$ cat src/rtl/pipeline_pkg.sv
// ---------------------------------------------------------------------------
// pipeline_pkg
//   Shared types and constants for the 4-stage microcoded pipeline hazard
//   controller (s0 issue/operand, s1 ALU/branch, s2 memory, s3 writeback).
//
//   REG_ADDR_W       register index width
//   UC_*_BIT         bit positions of the microcode fields the controller
//                    consumes (the decoder slices them out of the s0 word)
//   stage_ctl_t      per-stage shadow entry: valid, write-enable, memory
//                    use and destination register
// ---------------------------------------------------------------------------
package pipeline_pkg;

    localparam int REG_ADDR_W = 5;

    localparam int UC_CHECK_RS1_BIT  = 0;
    localparam int UC_CHECK_RS2_BIT  = 1;
    localparam int UC_MEM_IN_USE_BIT = 11;
    localparam int UC_REG_WRITE_BIT  = 20;

    typedef struct packed {
        logic                  valid;
        logic                  we;
        logic                  mem;
        logic [REG_ADDR_W-1:0] rd;
    } stage_ctl_t;

endpackage

$ cat src/rtl/hazard_scoreboard_cmp.sv
// ---------------------------------------------------------------------------
// hazard_scoreboard_cmp
//   Compares one source register index against the destination registers
//   held by the three in-flight stages (s1, s2, s3).
//
//   Ports:
//     rs        in   source register index from s0
//     stage_s1  in   shadow entry of s1
//     stage_s2  in   shadow entry of s2
//     stage_s3  in   shadow entry of s3
//     hit       out  hit[0]=s1, hit[1]=s2, hit[2]=s3
//
//   A hit needs a valid stage that writes the register; x0 never matches.
// ---------------------------------------------------------------------------
module hazard_scoreboard_cmp
    import pipeline_pkg::*;
(
    input  logic [REG_ADDR_W-1:0] rs,
    input  stage_ctl_t            stage_s1,
    input  stage_ctl_t            stage_s2,
    input  stage_ctl_t            stage_s3,
    output logic [2:0]            hit
);

    logic rs_nonzero;

    // The memory flags are carried in the entry but play no part in RAW checks.
    logic unused_mem;
    assign unused_mem = stage_s1.mem ^ stage_s2.mem ^ stage_s3.mem;

    always_comb begin
        rs_nonzero = |rs;
        hit        = '0;
        hit[0]     = stage_s1.valid & stage_s1.we & (stage_s1.rd == rs) & rs_nonzero;
        hit[1]     = stage_s2.valid & stage_s2.we & (stage_s2.rd == rs) & rs_nonzero;
        hit[2]     = stage_s3.valid & stage_s3.we & (stage_s3.rd == rs) & rs_nonzero;
    end

endmodule

$ cat src/rtl/pipeline_hazard_ctrl.sv
// ---------------------------------------------------------------------------
// pipeline_hazard_ctrl
//   Sequences the 4-stage pipeline: RAW stall of s0 against a scoreboard of
//   in-flight writers, flush of s0 on a branch taken in s1, and arbitration
//   of the single memory port between fetch and the s2 data access.
//
//   Build option:
//     RF_WRITE_THROUGH_EN  when defined, the s3 comparison is left out of
//                          the hazard check because the register file
//                          forwards the s3 write to same-cycle reads.
//
//   Ports:
//     clk, rst                      clock, synchronous active-high reset
//     s0_valid                      s0 holds a real instruction
//     s0_check_rs1/s0_check_rs2     microcode dependency-check bits
//     s0_rs1/s0_rs2/s0_rd           s0 register indices
//     s0_reg_write/s0_mem_in_use    microcode write-back / memory bits
//     s1_branch_taken               branch resolved taken in s1
//     fetch_req                     fetch unit wants the memory port
//     fetch_grant                   fetch owns the memory port this cycle
//     stall_s0                      hold PC/fetch/s0, bubble into s1
//     flush_s0                      kill s0 and the in-flight fetch
//     s1_valid/s2_valid/s3_valid    stage occupancy
//     s2_mem_grant                  s2 owns the memory port this cycle
//     stall_count/flush_count       wrapping cycle counters
//
//   Stage hand-off contract: s1..s3 never stall. s0 is accepted into s1 in
//   any cycle where s0_valid is high and neither stall_s0 nor flush_s0 is
//   asserted; otherwise s1 receives a bubble.
// ---------------------------------------------------------------------------
module pipeline_hazard_ctrl #(
    parameter int REG_ADDR_W     = 5,
    parameter int STAGES_TRACKED = 3,
    parameter int CNT_W          = 32
) (
    input  logic                  clk,
    input  logic                  rst,
    input  logic                  s0_valid,
    input  logic                  s0_check_rs1,
    input  logic                  s0_check_rs2,
    input  logic [REG_ADDR_W-1:0] s0_rs1,
    input  logic [REG_ADDR_W-1:0] s0_rs2,
    input  logic [REG_ADDR_W-1:0] s0_rd,
    input  logic                  s0_reg_write,
    input  logic                  s0_mem_in_use,
    input  logic                  s1_branch_taken,
    input  logic                  fetch_req,
    output logic                  fetch_grant,
    output logic                  stall_s0,
    output logic                  flush_s0,
    output logic                  s1_valid,
    output logic                  s2_valid,
    output logic                  s3_valid,
    output logic                  s2_mem_grant,
    output logic [CNT_W-1:0]      stall_count,
    output logic [CNT_W-1:0]      flush_count
);

    import pipeline_pkg::*;

`ifdef RF_WRITE_THROUGH_EN
    localparam logic [STAGES_TRACKED-1:0] HIT_MASK = 3'b011;
`else
    localparam logic [STAGES_TRACKED-1:0] HIT_MASK = 3'b111;
`endif

    stage_ctl_t s1_q, s1_d;
    stage_ctl_t s2_q, s2_d;
    stage_ctl_t s3_q, s3_d;

    logic [CNT_W-1:0] stall_count_q, stall_count_d;
    logic [CNT_W-1:0] flush_count_q, flush_count_d;

    logic [STAGES_TRACKED-1:0] hit_rs1;
    logic [STAGES_TRACKED-1:0] hit_rs2;
    logic                      raw;

    hazard_scoreboard_cmp u_cmp_rs1 (
        .rs       (s0_rs1),
        .stage_s1 (s1_q),
        .stage_s2 (s2_q),
        .stage_s3 (s3_q),
        .hit      (hit_rs1)
    );

    hazard_scoreboard_cmp u_cmp_rs2 (
        .rs       (s0_rs2),
        .stage_s1 (s1_q),
        .stage_s2 (s2_q),
        .stage_s3 (s3_q),
        .hit      (hit_rs2)
    );

`ifdef RF_WRITE_THROUGH_EN
    logic unused_hit_s3;
    assign unused_hit_s3 = hit_rs1[2] ^ hit_rs2[2];
`endif

    always_comb begin
        // Flush wins over stall: the s0 instruction is discarded, not held.
        flush_s0     = s1_q.valid & s1_branch_taken;
        raw          = s0_valid &
                       ((s0_check_rs1 & (|(hit_rs1 & HIT_MASK))) |
                        (s0_check_rs2 & (|(hit_rs2 & HIT_MASK))));
        stall_s0     = raw & ~flush_s0;

        // The data access in s2 always beats fetch for the port.
        s2_mem_grant = s2_q.valid & s2_q.mem;
        fetch_grant  = fetch_req & ~s2_mem_grant & ~flush_s0;

        // A bubble carries we=0, so a stalled instruction cannot block itself.
        s1_d = '0;
        if (s0_valid && !stall_s0 && !flush_s0) begin
            s1_d.valid = 1'b1;
            s1_d.we    = s0_reg_write;
            s1_d.mem   = s0_mem_in_use;
            s1_d.rd    = s0_rd;
        end
        s2_d = s1_q;
        s3_d = s2_q;

        stall_count_d = stall_count_q + {{(CNT_W-1){1'b0}}, stall_s0};
        flush_count_d = flush_count_q + {{(CNT_W-1){1'b0}}, flush_s0};
    end

    always_ff @(posedge clk) begin
        if (rst) begin
            s1_q          <= '0;
            s2_q          <= '0;
            s3_q          <= '0;
            stall_count_q <= '0;
            flush_count_q <= '0;
        end else begin
            s1_q          <= s1_d;
            s2_q          <= s2_d;
            s3_q          <= s3_d;
            stall_count_q <= stall_count_d;
            flush_count_q <= flush_count_d;
        end
    end

    assign s1_valid    = s1_q.valid;
    assign s2_valid    = s2_q.valid;
    assign s3_valid    = s3_q.valid;
    assign stall_count = stall_count_q;
    assign flush_count = flush_count_q;

endmodule

$ cat config.mk
export PLATFORM = sky130hd
export DESIGN_NAME = pipeline_hazard_ctrl
export DESIGN_NICKNAME = d
export VERILOG_FILES = /design/src/rtl/pipeline_pkg.sv /design/src/rtl/hazard_scoreboard_cmp.sv /design/src/rtl/pipeline_hazard_ctrl.sv
export SDC_FILE = /design/constraint.sdc
export NUM_CORES = 1
export LEC_CHECK = 0
export ABC_CLOCK_PERIOD_IN_PS = 5100
export CAP_MARGIN = 20
export CORE_MARGIN = 10
export CORE_UTILIZATION = 50
export DETAILED_ROUTE_END_ITERATION = 10
export PLACE_DENSITY = 0.8
export SYNTH_ARGS = -nofsm -noshare
export SYNTH_HDL_FRONTEND = slang
export SYNTH_HIERARCHICAL = 1
export SYNTH_SLANG_ARGS = --single-unit
$ cat constraint.sdc
create_clock -name clk -period 5.1 [get_ports clk]
set_input_delay 1.53 -clock clk [delete_from_list [all_inputs] [get_ports clk]]
set_output_delay 1.53 -clock clk [all_outputs]
set_load 0.03 [all_outputs]
==> results of run 1 <==
[metal layers]
layer  track usage  vias to the layer above
met3        0.0620                       15
met2         0.285                      113
met4        0.0641                        0
li1              -                     1864
met1         0.199                     1761
met5             0                        -
[cell type report]
class,instances,share of cell area
multi-input cells,341,0.405
flip-flops and latches,87,0.325
repair buffers,105,0.190
clock buffers,11,0.0264
clock inverters,5,0.0240
well taps,102,0.0238
inverters,9,0.00630
[sequential cells by signal, indices dropped and copies added, names as in the netlist]
register and flops:
s1_q 7, s3_q 6, s3_valid 1, s2_valid 1, stall_count 32, flush_count 32
s2_q 7, s1_valid 1
[through the flow]
stage / instance area, µm² / instances / setup slack, ps / hold WS [ps] / setup TNS, ps
after detailed placement: 5080 / 644 / -334 / 429 / -334
final: 5360 / 660 / 85.4 / 445 / 0
after global placement: 5080 / 644 / -278 / 436 / -278
after global routing: 5360 / 660 / 4.95 / 459 / 0
after CTS: 5340 / 660 / 70.3 / 449 / 0
after floorplan: 4030 / 459 / 727 / 414 / 0
[placed cells by master, fill, tap and decap left out, drive strengths merged]
master         instances
or4                   32
nand4                 22
nand2                 28
nor4                   4
nor3                   9
o31a                   1
o21ai                 15
dfxtp                 87
clkinv                 1
xor2                  10
nor3b                  1
mux2                   1
o21a                   1
o31ai                 24
ha                     4
bufinv                 4
a21oi                 37
and4                   8
and2                   9
nor2                  26
nand3                 26
nor2b                 20
and3                   3
xnor2                 41
buf                   13
clkdlybuf4s50         92
clkbuf                11
or3                   19
inv                    9
[report_power, final]
group	internal, W	switching, W
clock	0.000390	0.000244
sequential	0.000685	0.00000548
combinational	0.0000403	0.0000360
[path summary, 6_finish.rpt]
check,slack (ps),endpoint,cells past startpoint
max,90,stall_s0,8
min,440,s2_q[5],1
max reg2reg,1840,stall_count[26],13
min reg2reg,440,s2_q[5],1
[what timing repair did]
item	4_1_cts	5_1_grt
resized for setup	5	5
pin swaps	0	3
endpoints found under the setup margin	1	1
[worst register-to-register path: cells and delay by family, from the launching register on]
| family | cells | cell delay (ps) |
|---|---|---|
| flops | 1 | 350 |
| compound gates | 2 | 270 |
| simple gates | 7 | 1830 |
| buf+inv | 1 | 100 |
| fa+ha+maj | 2 | 430 |
| xor+xnor | 1 | 230 |
==> metrics, run 1 <==
vertical extent of the die=110 µm; endpoint arrival time on the critical path=3480 ps; pin count of the biggest net entering global routing=47; number of buffers and inverters on the critical path=2; run status=finished, final reports clean; hold-fix buffer count after cts=0; final cycle utilization of the critical path=0.983; clock tree from TritonCTS=done; average wire per standard cell=16.0 µm; global-route wire length before repair=16.9 mm; die outline area=0.0121 mm²; max-cap violations=0; maximum buffer depth of the clock tree=2; number of levels in the clock H-tree=3; nets@finish=581; list of cells traversed by the critical path=clkdlybuf4s50_1, or4_4, nor2_4, nor3_1, o31ai_1, nand2_1, and3_4, buf_4; post-route clock skew=12.0 ps; sum of met3 wire segment lengths after detailed routing=983 µm; num ports=95; Antenna Violating Nets Remaining=0; kind of capture point of the worst setup path=output port; max frequency=0.199 GHz; Filler Cell Count=633; number of antenna violations at the first check in global routing=0; Min-Delay Path Class=flop to flop; sort of element at the start of the critical path=input pin; gr usage total=0.172; cell at the root of the clock tree=sky130_fd_sc_hd__clkbuf_8; vias=3,753; final number of hold-violating endpoints=0; critical path's top delay family=simple AND/OR/NAND/NOR gates; overall die width=110 µm; layout overhead on the synthesized area=32.9%; Slew Limit Headroom=0.444; Leakage Power=1.68 nW; share of post-route cells with drive strength above 1=0.0645; final max-slew violation count=0; post-route minimum period=5010 ps; first-pass iteration count of the detailed router=5; Worst-Margin Slew=834 ps; hold path start=s1_q[5]; Storage cell area=0.00174 mm²; total power draw=0.00140 W; worst setup path startpoint=s0_rs2[2]; cell area after synthesis=0.00403 mm²; category of the most critical setup path=input pin to output port; Via-to-Cell Ratio=5.69; gate count after technology mapping=459; number of nets in the synthesized netlist=487; WL final=10.5 mm; initial core utilization=0.519; unrepaired setup endpoints after global routing=no; number of global-route vias before repair=3,614; final cell utilization of the core=0.690; area of the multi-input gates=0.00217 mm²; CTS clock-pin slew for the worst setup and hold paths=80 ps; CP Max Fanout=3; Critical Path Max Stage Delay=560 ps; later-pin clock latency in the skew report=360 ps; DR WL met2=4.90 mm; antenna diode count=0; Crit-path slowest cell=sky130_fd_sc_hd__or4_4; core area=0.00777 mm²; drt initial violations=129; startpoint of the worst register-to-register path=s2_q[3]; remaining design rule violation count=0; number of clock sinks=87; Port Buffer Count=94; number of warnings reported in the yosys synthesis log=6; RD Place Congestion=0.830; worst endpoint required time=3570 ps; global route overflow=0; top routing layer in use=met4; hpwl dp=7.70 mm; total power density per cell area=261 mW/mm²; number of rows in the core area=32; maximum vdd ir drop=0.000138 V; Final setup violation count=0; setup fix buffers added after clock tree synthesis=0; Inserted Clock Buffers=9; mean instance size in the synthesized netlist=8.79 µm²; post-route met1 wirelength=4.48 mm
Power figures use the tool's default switching activity.
==> inputs of run 2 (changes only) <==
--- a/config.mk
+++ b/config.mk
@@ -7,7 +7,6 @@
 export LEC_CHECK = 0
 export ABC_CLOCK_PERIOD_IN_PS = 5100
 export CAP_MARGIN = 20
-export CORE_MARGIN = 10
 export CORE_UTILIZATION = 50
 export DETAILED_ROUTE_END_ITERATION = 10
 export PLACE_DENSITY = 0.8
==> run 2 against run 1 <==
Hold slack better by 0.55 ps. Register-to-register slack better by 60 ps. Global-route usage is 6.2 points higher. Sequential share of layout area is 0.44 points higher. Combinational power hardly changed. Sequential power hardly changed. Largest cell class unchanged. Clock skew hardly changed.
==> metrics, run 2 (synthesized netlist as in run 1, its figures left out) <==
grt met2 use=0.380 (was 0.285); remaining design rule violation count=0 (unchanged); Filler Cell Count=649 (was 633); antenna diode count=0 (unchanged); pin count of the biggest net entering global routing=47 (unchanged); CTS clock-pin slew for the worst setup and hold paths=80 ps (about the same); overall die width=91.8 µm (was 110 µm); share of post-route cells with drive strength above 1=0.0645 (unchanged); Leakage Power=1.65 nW (was 1.68 nW); Final setup violation count=0 (unchanged); vertical extent of the die=91.8 µm (was 110 µm); grt met3 use=0.0481 (was 0.0620); drt initial violations=164 (was 129); later-pin clock latency in the skew report=350 ps (was 360 ps); global-route wire length before repair=16.0 mm (was 16.9 mm); max frequency=0.200 GHz (was 0.199 GHz); RD Place Congestion=0.814 (was 0.830); commonest non-fill, non-tap cell in the layout=sky130_fd_sc_hd__clkdlybuf4s50_1 (unchanged); final number of hold-violating endpoints=0 (unchanged); kind of capture point of the worst setup path=output port (unchanged); number of rows in the core area=32 (unchanged); number of global-route vias before repair=3,482 (was 3,614); core area=0.00777 mm² (unchanged); final cycle utilization of the critical path=0.978 (was 0.983); number of antenna violations at the first check in global routing=0 (unchanged); post-route minimum period=4990 ps (was 5010 ps); unrepaired setup endpoints after global routing=no (unchanged); instance count along the most critical hold path=1 (unchanged); endpoint arrival time on the critical path=3460 ps (was 3480 ps); initial core utilization=0.519 (unchanged); cell at the root of the clock tree=sky130_fd_sc_hd__clkbuf_8 (unchanged); Storage cell area=0.00174 mm² (unchanged); Crit-path slowest cell=sky130_fd_sc_hd__or4_4 (unchanged); number of cells on the worst reg-to-reg path=13 (unchanged); number of clock sinks=87 (unchanged); layer carrying the most global-route usage=met2 (unchanged); die outline area=0.00843 mm² (was 0.0121 mm²); max-cap violations=0 (unchanged); run status=finished, final reports clean (unchanged); first-pass iteration count of the detailed router=5 (unchanged); Via-to-Cell Ratio=5.75 (was 5.69); most frequent cells in the layout=sky130_fd_sc_hd__clkdlybuf4s50_1 (91), sky130_fd_sc_hd__dfxtp_1 (87), sky130_fd_sc_hd__xnor2_1 (41) (was sky130_fd_sc_hd__clkdlybuf4s50_1 (92), sky130_fd_sc_hd__dfxtp_1 (87), sky130_fd_sc_hd__xnor2_1 (41)); area of the multi-input gates=0.00218 mm² (was 0.00217 mm²); maximum buffer depth of the clock tree=2 (unchanged); nets@finish=581 (unchanged); final cell utilization of the core=0.681 (was 0.690); Antenna Violating Nets Remaining=0 (unchanged); post-route clock skew=12.2 ps (was 12.0 ps); sort of element at the start of the critical path=input pin (unchanged); Worst-Margin Slew=833 ps (was 834 ps); final max-slew violation count=0 (unchanged); reg-to-reg endpoint=stall_count[26] (unchanged); Slew Limit Headroom=0.445 (was 0.444); num ports=95 (unchanged); number of levels in the clock H-tree=3 (unchanged); layout overhead on the synthesized area=31.1% (was 32.9%); Port Buffer Count=94 (unchanged); clock tree from TritonCTS=done (unchanged); Min-Delay Path Class=flop to flop (unchanged); global route overflow=0 (unchanged); maximum vdd ir drop=0.000152 V (was 0.000138 V); Inserted Clock Buffers=9 (unchanged); total power density per cell area=234 mW/mm² (was 261 mW/mm²); worst endpoint required time=3570 ps (about the same); WL final=9.67 mm (was 10.5 mm); category of the most critical setup path=input pin to output port (unchanged); Endpoint, Worst Hold=s2_q[5] (unchanged); gr usage total=0.234 (was 0.172); vias=3,795 (was 3,753); CP Max Fanout=3 (unchanged); list of cells traversed by the critical path=clkdlybuf4s50_1, or4_4, nor2_4, nor3_1, o31ai_1, nand2_1, and3_4, buf_4 (unchanged); average wire per standard cell=14.7 µm (was 16.0 µm); hpwl dp=6.96 mm (was 7.70 mm); Critical Path Max Stage Delay=550 ps (was 560 ps); register-to-register setup slack=1900 ps (was 1840 ps); GRT met1 Usage=0.302 (was 0.199); hold path start=s1_q[5] (unchanged); startpoint of the worst register-to-register path=s3_q[2] (was s2_q[3]); total power draw=0.00124 W (was 0.00140 W); hold-fix buffer count after cts=0 (unchanged)
-- run 2: worst max-delay path by stage --
| stage | start | slack, ps | to | cells past startpoint |
|---|---|---|---|---|
| floorplan | s0_rs1[2] | 730 | stall_s0 | 6 |
| global route | s0_rs1[3] | 2 | stall_s0 | 8 |
| detailed placement | s0_rs2[2] | -330 | stall_s0 | 8 |
| finish | s0_rs2[2] | 110 | stall_s0 | 8 |
| CTS | s0_rs2[2] | 50 | stall_s0 | 8 |
| global placement | s0_rs1[2] | -270 | stall_s0 | 8 |
-- run 2: metal layers --
layer  wire (µm)  vias to the layer above
met5           0                        -
met2        4620                      116
met3         450                       21
met1        4390                     1802
li1            -                     1856
met4         217                        0
-- run 2: area by class of cell --
cell class / instances / area share
clock inverters: 5 / 0.0106
well taps: 102 / 0.0241
clock buffers: 11 / 0.0248
flip-flops and latches: 87 / 0.329
inverters: 9 / 0.00639
repair buffers: 105 / 0.193
multi-input cells: 341 / 0.412
-- run 2: stage by stage --
stage	setup WS [ps]	instance area [µm²]	instances	hold slack [ps]	TNS, ps
2_1_floorplan	727	4030	459	414	0
3_3_place_gp	-268	5080	644	420	-268
3_5_place_dp	-332	5080	644	439	-332
4_1_cts	53.3	5260	660	450	0
5_1_grt	1.80	5290	660	459	0
6_report	111	5290	660	445	0
-- run 2: where the power goes --
| group | switching (W) | total (W) | internal (W) |
|---|---|---|---|
| Combinational | 0.0000361 | 0.0000766 | 0.0000404 |
| Sequential | 0.00000562 | 0.000690 | 0.000685 |
| Clock | 0.000241 | 0.000468 | 0.000227 |
| Total | 0.000283 | 0.00124 | 0.000952 |
-- run 2: what timing repair did --
action                     CTS  global route
gates resized for setup      5             8
pin swaps                    1             5
setup buffers                0             0
setup endpoints to repair    1             1
-- run 2: worst max-delay path: cells and delay by family --
kind	cells	cell delay, ps
compound gates	1	240
buf+inv	2	590
simple gates	5	1100
==> inputs of run 3 (changes only) <==
--- a/config.mk
+++ b/config.mk
@@ -7,6 +7,7 @@
 export LEC_CHECK = 0
 export ABC_CLOCK_PERIOD_IN_PS = 5100
 export CAP_MARGIN = 20
+export CORE_ASPECT_RATIO = 1.1
 export CORE_UTILIZATION = 50
 export DETAILED_ROUTE_END_ITERATION = 10
 export PLACE_DENSITY = 0.8
==> run 3 against run 2 <==
Final cell count rose by 0.61%. Maximum frequency fell by 0.51%. Routed wire length fell by 1.3%. Critical path depth did not move. Die area barely moved. Sequential power barely moved. Clock skew fell by 4.9 ps. Flip-flop and latch count did not move. Worst setup slack got worse by 26 ps. Global-route usage fell by 0.21 points. Hold slack improved by 2.1 ps. Register-to-register slack got worse by 30 ps. Largest cell class unchanged.
==> metrics, run 3 (synthesized netlist as in run 1, its figures left out) <==
later-pin clock latency in the skew report=350 ps (about the same); CP Max Fanout=3 (unchanged); hold-fix buffer count after cts=0 (unchanged); commonest non-fill, non-tap cell in the layout=sky130_fd_sc_hd__clkdlybuf4s50_1 (unchanged); Port Buffer Count=94 (unchanged); final max-slew violation count=0 (unchanged); run status=finished, final reports clean (unchanged); proportion of power drawn by combinational gates=0.061 (was 0.062); worst endpoint required time=3570 ps (about the same); kind of capture point of the worst setup path=output port (unchanged); Via-to-Cell Ratio=5.64 (was 5.75); remaining design rule violation count=0 (unchanged); maximum vdd ir drop=0.000177 V (was 0.000152 V); post-route met1 wirelength=4.27 mm (was 4.39 mm); list of cells traversed by the critical path=clkdlybuf4s50_1, or4_4, nor2_4, nor3_1, o31ai_1, nand2_1, and3_4, buf_4 (unchanged); Critical Path Max Stage Delay=560 ps (was 550 ps); Final setup violation count=0 (unchanged); dpl cells=648 (was 644); clock tree from TritonCTS=done (unchanged); most frequent cells in the layout=sky130_fd_sc_hd__clkdlybuf4s50_1 (91), sky130_fd_sc_hd__dfxtp_1 (87), sky130_fd_sc_hd__xnor2_1 (41) (unchanged); Inserted Clock Buffers=9 (unchanged); category of the most critical setup path=input pin to output port (unchanged); overall die width=87.6 µm (was 91.8 µm); sum of met3 wire segment lengths after detailed routing=545 µm (was 450 µm); final cell utilization of the core=0.695 (was 0.681); final number of hold-violating endpoints=0 (unchanged); average wire per standard cell=14.4 µm (was 14.7 µm); Crit-path slowest cell=sky130_fd_sc_hd__or4_4 (unchanged); total power draw=0.00127 W (was 0.00124 W); pre-CTS worst setup slack=-378 ps (was -332 ps); number of antenna violations at the first check in global routing=0 (unchanged); number of clock sinks=87 (unchanged); number of rows in the core area=33 (was 32); Leakage Power=1.67 nW (was 1.65 nW); antenna diode count=0 (unchanged); die outline area=0.00843 mm² (about the same); final cycle utilization of the critical path=0.983 (was 0.978); global-route wire length before repair=15.2 mm (was 16.0 mm); drt initial violations=162 (was 164); post-route clock skew=7.33 ps (was 12.2 ps); gr usage total=0.232 (was 0.234); pin count of the biggest net entering global routing=53 (was 47); final setup TNS=0 ps (unchanged); number of levels in the clock H-tree=3 (unchanged); layout overhead on the synthesized area=31.6% (was 31.1%); cell at the root of the clock tree=sky130_fd_sc_hd__clkbuf_8 (unchanged); internal power=0.00100 W (was 0.000952 W); Slew Limit Headroom=0.335 (was 0.445); sequential share of power=0.541 (was 0.559); Antenna Violating Nets Remaining=0 (unchanged); post-route minimum period=5010 ps (was 4990 ps); WL final=9.55 mm (was 9.67 mm); total power density per cell area=240 mW/mm² (was 234 mW/mm²); top routing layer in use=met4 (unchanged); post-route insts no fill=664 (was 660); vertical extent of the die=96.2 µm (was 91.8 µm); max frequency=0.199 GHz (was 0.200 GHz); endpoint arrival time on the critical path=3480 ps (was 3460 ps); DR WL met2=4.54 mm (was 4.62 mm); global route overflow=0 (unchanged); vias=3,743 (was 3,795); initial core utilization=0.528 (was 0.519); nets@finish=582 (was 581); num ports=95 (unchanged); first-pass iteration count of the detailed router=4 (was 5); sort of element at the start of the critical path=input pin (unchanged); hpwl dp=6.94 mm (was 6.96 mm); max-cap violations=0 (unchanged); number of global-route vias before repair=3,380 (was 3,482); switching fraction of total power=0.215 (was 0.229); core area=0.00764 mm² (was 0.00777 mm²); net switching power=0.000274 W (was 0.000283 W); share of post-route cells with drive strength above 1=0.0626 (was 0.0645); Clock Power Share=0.398 (was 0.379); setup ws final=85.3 ps (was 111 ps); RD Place Congestion=0.898 (was 0.814); Worst-Margin Slew=997 ps (was 833 ps); CTS clock-pin slew for the worst setup and hold paths=80 ps (about the same); Min-Delay Path Class=flop to flop (unchanged); unrepaired setup endpoints after global routing=no (unchanged); maximum buffer depth of the clock tree=2 (unchanged)
run 3: worst paths after layout:
kind                                start         endpoint  slack [ps]  cells after the start
worst max-delay path            s0_rs1[2]         stall_s0          90                      8
worst min-delay path              s1_q[5]          s2_q[5]         450                      1
worst max register to register    s2_q[1]  stall_count[30]        1870                     13
worst min register to register    s1_q[5]          s2_q[5]         450                      1
run 3: power groups by stage:
stage	sequential [W]	clock (W)	combinational [W]
floorplan	0.000708	0	0.0000336
global placement	0.000706	0	0.0000746
detailed placement	0.000706	0	0.0000767
CTS	0.000690	0.000515	0.0000771
global route	0.000691	0.000545	0.0000836
finish	0.000690	0.000507	0.0000779
run 3: worst max-delay path, delay by kind of cell:
kind	cells	cell delay, ps
AOI/OAI and AO/OA	1	260
buffers and inverters	2	590
and+or+nand+nor	5	1100
run 3: stage by stage:
stage	cell area [µm²]	hold slack [ps]
3_5_place_dp	5090	435
4_1_cts	5290	454
5_1_grt	5310	464
3_3_place_gp	5090	420
6_report	5310	448
2_1_floorplan	4030	414
run 3: what timing repair did:
action,CTS,global route
endpoints found under the setup margin,1,1
resized for setup,5,6
pin swaps,0,3
setup buffers,0,0
run 3: routing by layer:
layer | GRT usage | up-vias
li1 | - | 1866
met1 | 0.281 | 1763
met2 | 0.387 | 94
met3 | 0.0695 | 20
met4 | 0.0915 | 0
met5 | 0 | -
run 3: layout make-up:
cell class | instances | area [µm²]
multi-input cells | 341 | 2170
repair buffers | 106 | 1030
clock inverters | 4 | 70.1
well taps | 105 | 131
flip-flops and latches | 87 | 1740
inverters | 9 | 33.8
fillers | 636 | 2330
clock buffers | 12 | 135
